<file path="config.mk">
export PLATFORM = sky130hd
export DESIGN_NAME = icache_nway_lru_flat
export DESIGN_NICKNAME = d
export VERILOG_FILES = /design/src/rtl/icache_nway_lru_if.sv /design/src/rtl/icache_nway_lru.sv /design/src/flat_wrapper.sv
export SDC_FILE = /design/constraint.sdc
export NUM_CORES = 2
export LEC_CHECK = 0
export CORE_ASPECT_RATIO = 1.2
export CORE_MARGIN = 4
export CORE_UTILIZATION = 50
export CTS_BUF_LIST = sky130_fd_sc_hd__clkbuf_16
export DETAILED_ROUTE_END_ITERATION = 8
export PLACE_DENSITY = 0.69
export SYNTH_ARGS = -nofsm -noshare
export SYNTH_HDL_FRONTEND = slang
export SYNTH_SLANG_ARGS = --single-unit
</file>
<file path="constraint.sdc">
create_clock -name clk -period 7.1 [get_ports clk]
set_input_delay 1.775 -clock clk [delete_from_list [all_inputs] [get_ports clk]]
set_output_delay 1.775 -clock clk [all_outputs]
set_load 0.01 [all_outputs]
</file>
<file path="src/rtl/icache_nway_lru_if.sv">
// Fetch-side and refill-side signal bundle for icache_nway_lru.
// master = processor/RAM environment, slave = the cache.
interface icache_nway_lru_if #(
   parameter int ADDR_W = 32,
   parameter int WPL    = 2
);
   logic              proc_req;
   logic [ADDR_W-1:0] address_from_proc;
   logic              flush;
   logic [31:0]       data_to_proc;
   logic              proc_resp_valid;
   logic              hit_miss;
   logic              busy;
   logic              ram_req;
   logic [ADDR_W-1:0] address_to_ram;
   logic [32*WPL-1:0] data_from_ram;
   logic              ram_access_done;

   modport master (
      output proc_req, address_from_proc, flush, data_from_ram, ram_access_done,
      input  data_to_proc, proc_resp_valid, hit_miss, busy, ram_req, address_to_ram
   );

   modport slave (
      input  proc_req, address_from_proc, flush, data_from_ram, ram_access_done,
      output data_to_proc, proc_resp_valid, hit_miss, busy, ram_req, address_to_ram
   );
endinterface

</file>
<file path="src/rtl/icache_nway_lru.sv">
// N-way set-associative read-only instruction cache with true LRU (per-set age
// counters), line refill handshake and flush-all.

// One way of the addressed set: tag compare and its next LRU age.
module icache_lru_way #(
   parameter int TAG_W = 27,
   parameter int AGE_W = 2
) (
   input  logic             valid,
   input  logic [TAG_W-1:0] tag,
   input  logic [TAG_W-1:0] req_tag,
   input  logic [AGE_W-1:0] age,
   input  logic [AGE_W-1:0] acc_age,
   input  logic             acc_sel,
   output logic             hit,
   output logic [AGE_W-1:0] age_nxt
);
   assign hit = valid && (tag == req_tag);

   // Ways younger than the accessed one age by one; the accessed way becomes MRU.
   always_comb begin
      age_nxt = age;
      if (acc_sel)
         age_nxt = '0;
      else if (age < acc_age)
         age_nxt = age + AGE_W'(1);
   end
endmodule

module icache_nway_lru #(
   parameter int ADDR_W = 32,
   parameter int WAYS   = 4,
   parameter int SETS   = 4,
   parameter int WPL    = 2
) (
   input  logic               clk,
   input  logic               reset,
   icache_nway_lru_if.slave   bus
);
   localparam int WSEL_W = $clog2(WPL);
   localparam int OFF    = WSEL_W + 2;
   localparam int IDX_W  = $clog2(SETS);
   localparam int TAG_W  = ADDR_W - OFF - IDX_W;
   localparam int AGE_W  = $clog2(WAYS);
   localparam int WAY_W  = AGE_W;

   typedef enum logic [1:0] {IDLE, LOOKUP, REFILL} state_t;

   typedef struct packed {
      logic [TAG_W-1:0]  tag;
      logic [IDX_W-1:0]  idx;
      logic [WSEL_W-1:0] word;
   } req_t;

   typedef logic [SETS-1:0][WAYS-1:0][AGE_W-1:0] age_arr_t;

   function automatic age_arr_t age_init();
      age_arr_t a;
      for (int s = 0; s < SETS; s++)
         for (int w = 0; w < WAYS; w++)
            a[s][w] = AGE_W'(w);
      return a;
   endfunction

   state_t state_q, state_d;
   req_t   req_q;

   logic [SETS-1:0][WAYS-1:0]                  valid_q;
   logic [SETS-1:0][WAYS-1:0][TAG_W-1:0]       tag_q;
   logic [SETS-1:0][WAYS-1:0][WPL-1:0][31:0]   line_q;
   age_arr_t                                   age_q;

   logic [WAY_W-1:0] victim_q;
   logic             flush_pend_q;
   logic [31:0]      data_q;
   logic             resp_q;
   logic             hit_miss_q;
   logic             ram_req_q;
   logic [ADDR_W-1:0] ram_addr_q;

   logic [WAYS-1:0]             way_hit;
   logic [WAYS-1:0][AGE_W-1:0]  age_nxt;
   logic                        any_hit;
   logic [WAY_W-1:0]            hit_way;
   logic [WAY_W-1:0]            victim;
   logic [WAY_W-1:0]            acc_way;
   logic [AGE_W-1:0]            acc_age;
   logic [WPL-1:0][31:0]        ram_words;
   logic                        flush_now;
   logic                        unused_byte_bits;

   assign ram_words        = bus.data_from_ram;
   assign flush_now        = flush_pend_q || bus.flush;
   assign unused_byte_bits = ^bus.address_from_proc[1:0];

   // In LOOKUP the accessed way is the hit way; in REFILL it is the victim.
   assign acc_way = (state_q == LOOKUP) ? hit_way : victim_q;
   assign acc_age = age_q[req_q.idx][acc_way];

   for (genvar w = 0; w < WAYS; w++) begin : g_way
      icache_lru_way #(.TAG_W(TAG_W), .AGE_W(AGE_W)) u_way (
         .valid   (valid_q[req_q.idx][w]),
         .tag     (tag_q[req_q.idx][w]),
         .req_tag (req_q.tag),
         .age     (age_q[req_q.idx][w]),
         .acc_age (acc_age),
         .acc_sel (acc_way == WAY_W'(w)),
         .hit     (way_hit[w]),
         .age_nxt (age_nxt[w])
      );
   end

   assign any_hit = |way_hit;

   always_comb begin
      hit_way = '0;
      for (int w = WAYS - 1; w >= 0; w--)
         if (way_hit[w]) hit_way = WAY_W'(w);
   end

   // Oldest way first, then overridden by the lowest-index invalid way if any.
   always_comb begin
      victim = '0;
      for (int w = 0; w < WAYS; w++)
         if (age_q[req_q.idx][w] == AGE_W'(WAYS - 1)) victim = WAY_W'(w);
      for (int w = WAYS - 1; w >= 0; w--)
         if (!valid_q[req_q.idx][w]) victim = WAY_W'(w);
   end

   always_comb begin
      state_d = state_q;
      case (state_q)
         IDLE:    if (!flush_now && bus.proc_req) state_d = LOOKUP;
         LOOKUP:  state_d = any_hit ? IDLE : REFILL;
         REFILL:  if (bus.ram_access_done) state_d = IDLE;
         default: state_d = IDLE;
      endcase
   end

   always_ff @(posedge clk) begin
      if (!reset) state_q <= IDLE;
      else        state_q <= state_d;
   end

   always_ff @(posedge clk) begin
      if (!reset) begin
         req_q        <= '0;
         valid_q      <= '0;
         age_q        <= age_init();
         victim_q     <= '0;
         flush_pend_q <= 1'b0;
         data_q       <= '0;
         resp_q       <= 1'b0;
         hit_miss_q   <= 1'b1;
         ram_req_q    <= 1'b0;
         ram_addr_q   <= '0;
      end else begin
         resp_q <= 1'b0;
         case (state_q)
            IDLE: begin
               if (flush_now) begin
                  valid_q      <= '0;
                  age_q        <= age_init();
                  flush_pend_q <= 1'b0;
               end else if (bus.proc_req) begin
                  req_q.tag  <= bus.address_from_proc[ADDR_W-1:OFF+IDX_W];
                  req_q.idx  <= bus.address_from_proc[OFF+IDX_W-1:OFF];
                  req_q.word <= bus.address_from_proc[OFF-1:2];
               end
            end
            LOOKUP: begin
               if (bus.flush) flush_pend_q <= 1'b1;
               if (any_hit) begin
                  data_q            <= line_q[req_q.idx][hit_way][req_q.word];
                  hit_miss_q        <= 1'b0;
                  resp_q            <= 1'b1;
                  age_q[req_q.idx]  <= age_nxt;
               end else begin
                  victim_q   <= victim;
                  ram_req_q  <= 1'b1;
                  ram_addr_q <= {req_q.tag, req_q.idx, OFF'(0)};
               end
            end
            REFILL: begin
               if (bus.flush) flush_pend_q <= 1'b1;
               if (bus.ram_access_done) begin
                  valid_q[req_q.idx][victim_q] <= 1'b1;
                  age_q[req_q.idx]             <= age_nxt;
                  ram_req_q                    <= 1'b0;
                  data_q                       <= ram_words[req_q.word];
                  hit_miss_q                   <= 1'b1;
                  resp_q                       <= 1'b1;
               end
            end
            default: ;
         endcase
      end
   end

   // Tag and line storage need no reset; valid bits gate their use.
   always_ff @(posedge clk) begin
      if (reset && state_q == REFILL && bus.ram_access_done) begin
         tag_q[req_q.idx][victim_q]  <= req_q.tag;
         line_q[req_q.idx][victim_q] <= ram_words;
      end
   end

   assign bus.data_to_proc    = data_q;
   assign bus.proc_resp_valid = resp_q;
   assign bus.hit_miss        = hit_miss_q;
   assign bus.busy            = (state_q != IDLE);
   assign bus.ram_req         = ram_req_q;
   assign bus.address_to_ram  = ram_addr_q;
endmodule

</file>
<file path="src/flat_wrapper.sv">
// flat-port wrapper written by rule: the top's interface ports become plain ports
module icache_nway_lru_flat 
#(
   parameter int ADDR_W = 32,
   parameter int WAYS   = 4,
   parameter int SETS   = 4,
   parameter int WPL    = 2
)
  (clk, reset, bus_proc_req, bus_address_from_proc, bus_flush, bus_data_from_ram, bus_ram_access_done, bus_data_to_proc, bus_proc_resp_valid, bus_hit_miss, bus_busy, bus_ram_req, bus_address_to_ram);
  icache_nway_lru_if #(.ADDR_W(ADDR_W), .WPL(WPL)) bus_i ();
  input  logic clk;
  input  logic reset;
  input wire logic [$bits(bus_i.proc_req)-1:0] bus_proc_req;
  input wire logic [$bits(bus_i.address_from_proc)-1:0] bus_address_from_proc;
  input wire logic [$bits(bus_i.flush)-1:0] bus_flush;
  input wire logic [$bits(bus_i.data_from_ram)-1:0] bus_data_from_ram;
  input wire logic [$bits(bus_i.ram_access_done)-1:0] bus_ram_access_done;
  output wire logic [$bits(bus_i.data_to_proc)-1:0] bus_data_to_proc;
  output wire logic [$bits(bus_i.proc_resp_valid)-1:0] bus_proc_resp_valid;
  output wire logic [$bits(bus_i.hit_miss)-1:0] bus_hit_miss;
  output wire logic [$bits(bus_i.busy)-1:0] bus_busy;
  output wire logic [$bits(bus_i.ram_req)-1:0] bus_ram_req;
  output wire logic [$bits(bus_i.address_to_ram)-1:0] bus_address_to_ram;
  assign bus_i.proc_req = bus_proc_req;
  assign bus_i.address_from_proc = bus_address_from_proc;
  assign bus_i.flush = bus_flush;
  assign bus_i.data_from_ram = bus_data_from_ram;
  assign bus_i.ram_access_done = bus_ram_access_done;
  assign bus_data_to_proc = bus_i.data_to_proc;
  assign bus_proc_resp_valid = bus_i.proc_resp_valid;
  assign bus_hit_miss = bus_i.hit_miss;
  assign bus_busy = bus_i.busy;
  assign bus_ram_req = bus_i.ram_req;
  assign bus_address_to_ram = bus_i.address_to_ram;
  icache_nway_lru #(.ADDR_W(ADDR_W), .WAYS(WAYS), .SETS(SETS), .WPL(WPL)) u_core (.clk(clk), .reset(reset), .bus(bus_i));
endmodule
</file>
==> metrics.txt <==
fill count 9223; final core occ 57.7%; final setup vio count 0; CP Capture Type register; total die area 133000 sq um; gr ovfl total 0; Worst Path Required 7740 ps; Total GRT Usage 21.4%; r2r startpoint u_core.req_q[1]; Vias 31509; largest area contributor in the netlist edfxtp_1; status finished, final reports clean; DRC 0; Hold Path End u_core.age_q[16]; Final Hold Viols 0; leakage 22.3 nW; post-synth cell types 80; CP startpoint u_core.req_q[1]; top-area cell type share of the netlist area 69.0%; Total Wirelength 141000 microns; Starting Density 50.5%; Pins Over Slew Limit 0; crit path max fanout 35; H-tree depth 4; non-filler instance count after layout 5207; maximum vdd ir drop 0.227 mV; terminus of the critical flop-to-flop path u_core.age_q[2]; Wirelength per Cell 27.1 microns; Max Clk Rate 168 MHz; TritonCTS clock tree yes; CTS root buffer clkbuf_16; NumNets Final 3519; Synth area leaders edfxtp_1, mux4_2, dfxtp_1; EDFF count, synth 1456; vias in the first global route 32400; Die Ht 398 microns; minimum setup slack among reg-to-reg paths 1140 ps; PortBufs 163; Seq pwr share 53.1%; Cell Count Post-Placement 4910; Top Ports 169; cts hold-fix bufs 0; post_cts resized 0; clk_lat worst skew 790 ps; final instance area 72400 sq um; Slew @ Worst Pin 1080 ps; post-DP HPWL 76200 microns; R2R depth 12; Slew headroom 27.2%; unrepaired setup endpoints after global routing false; most frequent cell after synthesis edfxtp_1; CTS buffer count 155; # Max-Cap Violations 0; Synth Register Bits 1603; Area Growth Syn to Fin 14.2%; largest net degree at the start of global routing 115; gpl congestion 0.816; Post-synth ARST share 0%; Tmin final 5960 ps; Std-Cell Rows 142; YS warnings 0; Max Clock Skew 44.1 ps; Sink Count 1603; most frequent cells after synthesis edfxtp_1, mux4_2, nand2_1; final worst-path cycle share 83.9%; Core Footprint 125000 sq um; post-CTS setup buffers 0; sw frac 21.3%; first-pass GRT wire length 211000 microns; Clk pwr share 41.7%; Worst Hold Depth 2; Worst-path clk slew 60 ps; placed cell area 67300 sq um; initial antenna violation count 13; clk buf depth 3; Synth Instances 3192; total chip power 19.5 mW; Avg Cell Area, Syn 19.9 sq um; Gate power share 5.2%; Post-Syn Area 63400 sq um; CP Class reg2reg; Internal Power 15.4 mW; part of the Yosys area used for sequential elements 73.6%; Pwr Density 270 nW/um^2; CP arrival 6590 ps; Die X 333 microns; drt first-iter violations 3207; sw power 4.15 mW; layout cell share with drive strength beyond 1 22.8%; critical path startpoint category register; Min-Delay Path Class reg2reg; Via density 6.05; drt pass-1 iters 6; dominant synthesized flop cell edfxtp_1; Hold Startpoint u_core.age_q[16]; antenna-violating nets left 0
==> stage by stage <==
stage | setup slack, ps | setup TNS [ps] | hold WS, ps
after detailed placement | 1180 | 0 | 442
after global routing | 885 | 0 | 459
after CTS | 1150 | 0 | 449
final | 1140 | 0 | 446
after floorplan | -180 | -113000 | 424
after global placement | 1190 | 0 | 436
==> worst max-delay path, stage by stage (launching register included) <==
cell       delay (ps)
dfxtp_4           850
mux4_2            600
xnor2_1           370
nand4_1           330
a2111oi_1         890
nand4b_1          350
nand2_1           180
and3_4            750
a211oi_1          240
o22ai_1           370
nor3_1            120
a311o_1           370
o32a_1            300
==> cell usage in the layout, fill, tap and decap left out, types with 16 or more instances in the layout <==
master	netlist	routed
mux4_2	398	398
nor2_4	0	18
clkinv_1	0	30
buf_4	12	72
xnor2_1	78	78
dfxtp_1	147	144
a21oi_1	88	88
nor2_1	111	93
clkbuf_16	0	157
nand2_1	159	159
mux2i_1	154	154
inv_1	23	58
edfxtp_1	1456	1456
mux2_2	49	49
a22o_1	33	33
buf_12	4	19
clkinv_2	0	26
nand4_1	16	16
o21ai_0	62	61
clkdlybuf4s50_1	0	163
==> worst max path at each step <==
stage,end,slack (ps),cells after the start
final,u_core.age_q[2],1140,12
after global routing,u_core.age_q[2],890,12
after CTS,u_core.age_q[2],1150,12
after detailed placement,u_core.age_q[2],1180,12
after global placement,u_core.age_q[2],1190,12
after floorplan,u_core.line_q[320],-180,12
==> layout make-up <==
cell class                      instances  area, sq um  area share, %
Sequential cell                      1603        46700           64.5
Multi-Input combinational cell       1374        15900           21.9
Clock buffer                          157         3930           5.43
Timing Repair Buffer                  254         2550           3.53
Tap cell                             1656         2070           2.86
Clock inverter                        132         1180           1.63
Inverter                               23         86.3          0.119
Antenna cell                            8         20.0         0.0277
==> logic make-up (layout without fill, tap and decap cells) <==
| group | Yosys count | after routing | share of synthesized area (%) |
|---|---|---|---|
| muxes | 603 | 603 | 17.5 |
| and+or+nand+nor | 353 | 353 | 2.42 |
| adders and majority gates | 10 | 10 | 0.191 |
| AOI/OAI and AO/OA | 317 | 317 | 3.40 |
| other | 1 | 11 | 0.00592 |
| DFF | 1603 | 1603 | 73.6 |
| buffers and inverters | 217 | 566 | 1.63 |
| xor gates and xnor gates | 88 | 88 | 1.22 |
==> registers in the layout, indices dropped and copies added, names as in the netlist, 16 cells and up <==
register	cells
u_core.req_q	30
u_core.bus.data_to_proc	32
u_core.tag_q	432
u_core.bus.address_to_ram	29
u_core.age_q	32
u_core.line_q	1024
u_core.valid_q	16
==> per-layer routing <==
metal	global-route usage [%]	vias to the layer above	share of wire [%]
met5	0	-	0.033
met4	6.14	8	2.5
met3	3.55	218	6.4
met2	36.4	1111	51
met1	28.7	16656	40
li1	-	13516	-
==> power groups by stage <==
stage	combinational, mW	clock [mW]	sequential [mW]
2_1_floorplan	0.636	0	10.6
5_1_grt	1.10	8.73	10.4
6_report	1.02	8.14	10.4
3_3_place_gp	1.02	0	10.6
3_5_place_dp	1.03	0	10.6
4_1_cts	1.04	8.30	10.4
Power figures use the tool's default switching activity.
